--- config.mk ---
export PLATFORM = sky130hd
export DESIGN_NAME = game_turn_ctrl
export DESIGN_NICKNAME = d
export VERILOG_FILES = /design/src/rtl/game_pkg.sv /design/src/rtl/turn_timer.sv /design/src/rtl/game_turn_ctrl.sv
export SDC_FILE = /design/constraint.sdc
export NUM_CORES = 1
export LEC_CHECK = 0
export CORE_UTILIZATION = 40
export CTS_BUF_LIST = sky130_fd_sc_hd__clkbuf_4
export DETAILED_ROUTE_END_ITERATION = 8
export REMOVE_ABC_BUFFERS = 1
export SYNTH_ARGS = -nofsm -noshare
export SYNTH_HDL_FRONTEND = slang
export SYNTH_SLANG_ARGS = --single-unit
export TNS_END_PERCENT = 30
--- constraint.sdc ---
create_clock -name clk -period 2.6 [get_ports clk]
set_input_delay 0.52 -clock clk [delete_from_list [all_inputs] [get_ports clk]]
set_output_delay 0.52 -clock clk [all_outputs]
set_load 0.03 [all_outputs]
--- src/rtl/game_pkg.sv ---
// Shared definitions for the board-game turn sequencer.
// Holds the display state codes, the "no key" keypad code and the
// player-count range check used when a game is (re)started.
package game_pkg;

  localparam logic [3:0] ST_IDLE      = 4'd0;
  localparam logic [3:0] ST_SELECT    = 4'd1;
  localparam logic [3:0] ST_SETUP     = 4'd2;
  localparam logic [3:0] ST_WAIT_PICK = 4'd3;
  localparam logic [3:0] ST_EVAL      = 4'd4;
  localparam logic [3:0] ST_PASS      = 4'd5;
  localparam logic [3:0] ST_MOVE      = 4'd6;
  localparam logic [3:0] ST_CHECK     = 4'd7;
  localparam logic [3:0] ST_WIN       = 4'd8;

  localparam int unsigned KEY_NONE = 0;

  typedef enum logic [3:0] {
    S_IDLE      = ST_IDLE,
    S_SELECT    = ST_SELECT,
    S_SETUP     = ST_SETUP,
    S_WAIT_PICK = ST_WAIT_PICK,
    S_EVAL      = ST_EVAL,
    S_PASS      = ST_PASS,
    S_MOVE      = ST_MOVE,
    S_CHECK     = ST_CHECK,
    S_WIN       = ST_WIN
  } state_t;

  // True when a keypad code is an acceptable player count.
  function automatic logic count_ok(input int unsigned k,
                                    input int unsigned lo,
                                    input int unsigned hi);
    return (k >= lo) && (k <= hi);
  endfunction

endpackage

--- src/rtl/turn_timer.sv ---
// Per-pick timeout counter.
// Ports: clk, rst (sync, active high); clr restarts the count; en advances it
// by one per cycle (saturating at CYC); expire is combinational and high while
// en is set and the count sits at CYC-1. CYC=0 removes the timer entirely.
module turn_timer #(
  parameter int unsigned CYC = 50_000_000
) (
  input  logic clk,
  input  logic rst,
  input  logic clr,
  input  logic en,
  output logic expire
);

  generate
    if (CYC == 0) begin : g_off
      assign expire = 1'b0;
    end else begin : g_on
      localparam int unsigned CW = $clog2(CYC + 1);

      logic [CW-1:0] count;

      // Saturating cycle counter; never wraps back to zero on its own.
      always_ff @(posedge clk) begin
        if (rst || clr) begin
          count <= '0;
        end else if (en && (count != CW'(CYC))) begin
          count <= count + CW'(1);
        end
      end

      assign expire = en && (count == CW'(CYC - 1));
    end
  endgenerate

endmodule

--- src/rtl/game_turn_ctrl.sv ---
// Turn/round sequencer between the keypad/card-match logic and the board
// display. Latches the player count, runs pick / evaluate / move / win-check,
// rotates the active player on a miss and restarts from the win state.
// Ports: clk, rst (sync, active high); start, key, go, win inputs;
// registered outputs state, num_players, cur_player, prompt, advance,
// turn_end, timeout, winner, done.
module game_turn_ctrl
  import game_pkg::*;
#(
  parameter  int unsigned MAX_PLAYERS = 4,
  parameter  int unsigned MIN_PLAYERS = 2,
  parameter  int unsigned KEY_W       = 4,
  parameter  int unsigned TIMEOUT_CYC = 50_000_000,
  localparam int unsigned PW = ($clog2(MAX_PLAYERS) < 1) ? 1 : $clog2(MAX_PLAYERS)
) (
  input  logic             clk,
  input  logic             rst,
  input  logic             start,
  input  logic [KEY_W-1:0] key,
  input  logic             go,
  input  logic             win,
  output logic [3:0]       state,
  output logic [PW:0]      num_players,
  output logic [PW-1:0]    cur_player,
  output logic             prompt,
  output logic             advance,
  output logic             turn_end,
  output logic             timeout,
  output logic [PW-1:0]    winner,
  output logic             done
);

  state_t          state_q;
  state_t          state_d;
  logic            armed_q;
  logic            armed_d;
  logic [PW:0]     num_d;
  logic [PW-1:0]   cur_d;
  logic [PW-1:0]   winner_d;
  logic            timeout_d;
  logic            expire;
  logic            key_idle;
  logic            pick;
  logic            last_player;

  assign key_idle    = (key == KEY_W'(KEY_NONE));
  assign pick        = armed_q && !key_idle;
  assign last_player = ({1'b0, cur_player} == (num_players - (PW+1)'(1)));

  // Timer only runs while waiting for a pick; every other state holds it at zero.
  turn_timer #(
    .CYC (TIMEOUT_CYC)
  ) u_timer (
    .clk    (clk),
    .rst    (rst),
    .clr    (state_q != S_WAIT_PICK),
    .en     (state_q == S_WAIT_PICK),
    .expire (expire)
  );

  // Next-state and next-output logic.
  always_comb begin
    state_d   = state_q;
    armed_d   = armed_q;
    num_d     = num_players;
    cur_d     = cur_player;
    winner_d  = winner;
    timeout_d = 1'b0;

    case (state_q)
      S_IDLE: begin
        if (start) state_d = S_SELECT;
      end
      S_SELECT: begin
        if (count_ok(32'(key), MIN_PLAYERS, MAX_PLAYERS)) begin
          num_d   = (PW+1)'(key);
          state_d = S_SETUP;
        end
      end
      S_SETUP: begin
        cur_d   = '0;
        armed_d = 1'b0;
        state_d = S_WAIT_PICK;
      end
      S_WAIT_PICK: begin
        // A pick needs a key release first; a pick beats a same-cycle expiry.
        if (pick) begin
          armed_d = 1'b0;
          state_d = S_EVAL;
        end else if (expire) begin
          timeout_d = 1'b1;
          state_d   = S_PASS;
        end else if (key_idle) begin
          armed_d = 1'b1;
        end
      end
      S_EVAL: begin
        state_d = go ? S_MOVE : S_PASS;
      end
      S_PASS: begin
        cur_d   = last_player ? '0 : cur_player + PW'(1);
        armed_d = 1'b0;
        state_d = S_WAIT_PICK;
      end
      S_MOVE: begin
        state_d = S_CHECK;
      end
      S_CHECK: begin
        if (win) begin
          winner_d = cur_player;
          state_d  = S_WIN;
        end else begin
          armed_d = 1'b0;
          state_d = S_WAIT_PICK;
        end
      end
      S_WIN: begin
        if (start) state_d = S_SELECT;
      end
      default: begin
        state_d = S_IDLE;
      end
    endcase
  end

  // State and registered outputs; flags are decoded from the next state so
  // they line up with the state code they belong to.
  always_ff @(posedge clk) begin
    if (rst) begin
      state_q     <= S_IDLE;
      armed_q     <= 1'b0;
      num_players <= '0;
      cur_player  <= '0;
      winner      <= '0;
      prompt      <= 1'b0;
      advance     <= 1'b0;
      turn_end    <= 1'b0;
      timeout     <= 1'b0;
      done        <= 1'b0;
    end else begin
      state_q     <= state_d;
      armed_q     <= armed_d;
      num_players <= num_d;
      cur_player  <= cur_d;
      winner      <= winner_d;
      prompt      <= (state_d == S_WAIT_PICK);
      advance     <= (state_d == S_MOVE);
      turn_end    <= (state_d == S_PASS);
      timeout     <= timeout_d;
      done        <= (state_d == S_WIN);
    end
  end

  assign state = state_q;

endmodule

==> metrics.yaml <==
pwr:
  ir_drop_uv: 228.0
  powerDensity_nw_per_um2: 448.8
  p_leak_uw: 0.0007771
job:
  cap_violations: 0
logic_synthesis:
  synthCells: 244
  async_reset_ff_share_pct: 0
  synth_cell_type_count: 49
  synth-seq-area-share_pct: 41.25
  synth_seq_cells: 43
  synthFlopType: "dfxtp_1"
  synth_area_leaders: "dfxtp_1 (41%), nor2_1 (7.7%), xnor2_1 (5.9%), xor2_1 (4.6%), mux2i_1 (2.4%)"
  synth_area_leader_cell: "dfxtp_1"
  synth_top_area_share_pct: 41.25
  synth-edff-count: 0
  ys_warn_count: 0
  synth_area_um2: 2087
  avgSynthCellArea_um2: 8.553
  synth_commonest_cells: "dfxtp_1 (43), nor2_1 (43), xnor2_1 (14)"
sta:
  max_slew_margin_pct: 65.06
  timing.hold.ws_ns: 0.5042
  worst_pin_slew_ns: 0.5241
  fin_skew_ns: 0.01352
  period_share_pct: 83.26
  slew_viol_final: 0
  hold_viol: 0
  setup_viol: 0
  period_minus_slack_ns: 2.165
  fin_setup_tns_ns: 0
  rsz0062_at_grt: "no"
  fmax_mhz: 462.0
floorplan:
  io_pins: 25
  core_um2: 4880
  die_h_um: 74.23
  die_area_um2: 5510
  die_w_um: 74.23
  initial_utilization_pct: 42.77
  core.rowCount: 25
cells_and_area:
  diodes: 0
  nFillCells: 503
  syn_to_final_growth_pct: 19.18
  fin_nets: 286
  layout-drive-gt1-share_pct: 10.91
min_path:
  min_from: "winner[0]"
  min_path_type: "register to register"
  holdPathStages: 2
  worst_hold_path.endpoint: "winner[0]"
clock_tree:
  clk_pin_slew_worst_paths_ns: 0.13
  cts_made_buffers: 5
  cts_root_buffer: "clkbuf_4"
  htree_levels: 2
  cts_buffer_depth: 2
  clock-sinks: 43
  cts_tree: "done"
  holdBufCountCts: 0
  cts_setup_buffers: 0
  clkLatencyLatePin_ns: 0.35
  cts_resized: 0
grt:
  overflow: 0
  grt_pass1_vias: 1623
  grt_max_degree: 28
  antenna_found_initial: 0
  grt_pass1_wl_mm: 7.272
  track_usage_pct: 17.16
setup_path:
  required_ns: 2.88
  end_kind: "register"
  cp.arrival_ns: 2.44
  reg2reg_depth: 6
  rr_endpoint: "turn_end"
  rrSetupSlack_ns: 0.48
  critPathKind: "primary input to register"
  reg2reg_from: "u_timer.g_on.count[1]"
  cp-start-kind: "primary input"
  path_max_fanout: 5
route:
  ant_nets: 0
  wl_per_cell_um: 12.26
  first_iter_violations: 79
  wl_mm: 4.193
  drc: 0
  firstDrtPassIters: 4
  vias_per_cell: 5.064
  num_vias: 1732
status:
  status: "finished clean"
placed_design:
  port_buffers: 24
  dp_hpwl_mm: 3.025
  gp_congestion: 0.7280
## report_power, final
part	internal, µW	total (µW)	switching (µW)
logic	51.9	109	56.9
clock network	127	335	208
registers	665	673	7.27
total	844	1120	273
## flip-flops by register name, summed over array words and instances, names as in the netlist
register / flops
advance: 1
turn_end: 1
u_timer.g_on.count: 26
done: 1
armed_q: 1
state: 4
cur_player: 2
prompt: 1
num_players: 3
timeout: 1
winner: 2
## per-stage QoR
| stage | instance area, µm² | worst slack, ns | power (µW) | utilization [%] | std cells |
|---|---|---|---|---|---|
| 6_report | 2487 | 0.4353 | 1116 | 50.97 | 342 |
| 5_1_grt | 2487 | 0.3227 | 1169 | 50.97 | 342 |
| 3_3_place_gp | 2430 | 0.1283 | 797.6 | 49.79 | 334 |
| 3_5_place_dp | 2430 | 0.07420 | 796.1 | 49.79 | 334 |
| 4_1_cts | 2487 | 0.4468 | 1135 | 50.97 | 342 |
| 2_1_floorplan | 2031 | 0.5672 | 746.3 | - | 233 |
## cells by family (layout without fill, tap and decap cells)
kind of cell,count (synthesis),after routing,share of synthesized area (%)
multiplexers,5,5,2.398
flip-flops,43,43,41.25
AND/OR/NAND/NOR,123,123,31.71
XOR/XNOR,25,25,10.49
adder cells (fa/ha/maj),3,3,1.799
buffers and inverters,21,52,4.496
AO/OA/AOI/OAI,24,24,7.854
## how the worst max path moves through the flow
stage	start	to	slack, ns
floorplan	state[0]	u_timer.g_on.count[25]	0.57
global placement	key[1]	prompt	0.13
detailed placement	key[1]	prompt	0.07
CTS	key[1]	prompt	0.45
global route	u_timer.g_on.count[1]	turn_end	0.32
finish	key[1]	prompt	0.44
## placed cells by master (no fill, tap or decap), types with 2 or more instances in the layout
master,count
nor3_1,9
buf_4,10
inv_1,10
or2_2,4
o21ai_0,4
dfxtp_1,43
nand2b_1,4
nand2_1,12
nor4b_1,4
xnor2_1,14
nor3b_1,6
nand3b_1,2
nand4_1,6
or3_1,2
a21oi_1,8
nor4_1,6
ha_1,3
nor2_1,43
nand3_1,10
clkdlybuf4s50_1,24
a211oi_1,2
clkbuf_4,7
and2_1,2
mux2i_1,5
xor2_1,11
## layout make-up
| type | count | area (µm²) | share of cell area (%) |
|---|---|---|---|
| sequential | 43 | 860.8 | 34.61 |
| clock inverter | 1 | 5.005 | 0.2012 |
| tap | 67 | 83.83 | 3.370 |
| inverter | 10 | 37.54 | 1.509 |
| multi-input combinational | 180 | 1132 | 45.52 |
| timing repair buffer | 34 | 315.3 | 12.68 |
| clock buffer | 7 | 52.55 | 2.113 |
## worst max-delay path: stages
cell and delay [ns]:
clkdlybuf4s50_1 0.47, or4_1 0.60, a21oi_1 0.26, nor4_1 0.09, or2_2 0.31, nor3_1 0.19
## per-layer routing
metal | track usage (%) | vias up | wire, µm
li1 | - | 902 | -
met1 | 23.29 | 801 | 2180
met2 | 26.16 | 22 | 1822
met3 | 4.336 | 7 | 128
met4 | 6.709 | 0 | 62
met5 | 0 | - | 0
Note: power is estimated with default switching activity, not from simulation.
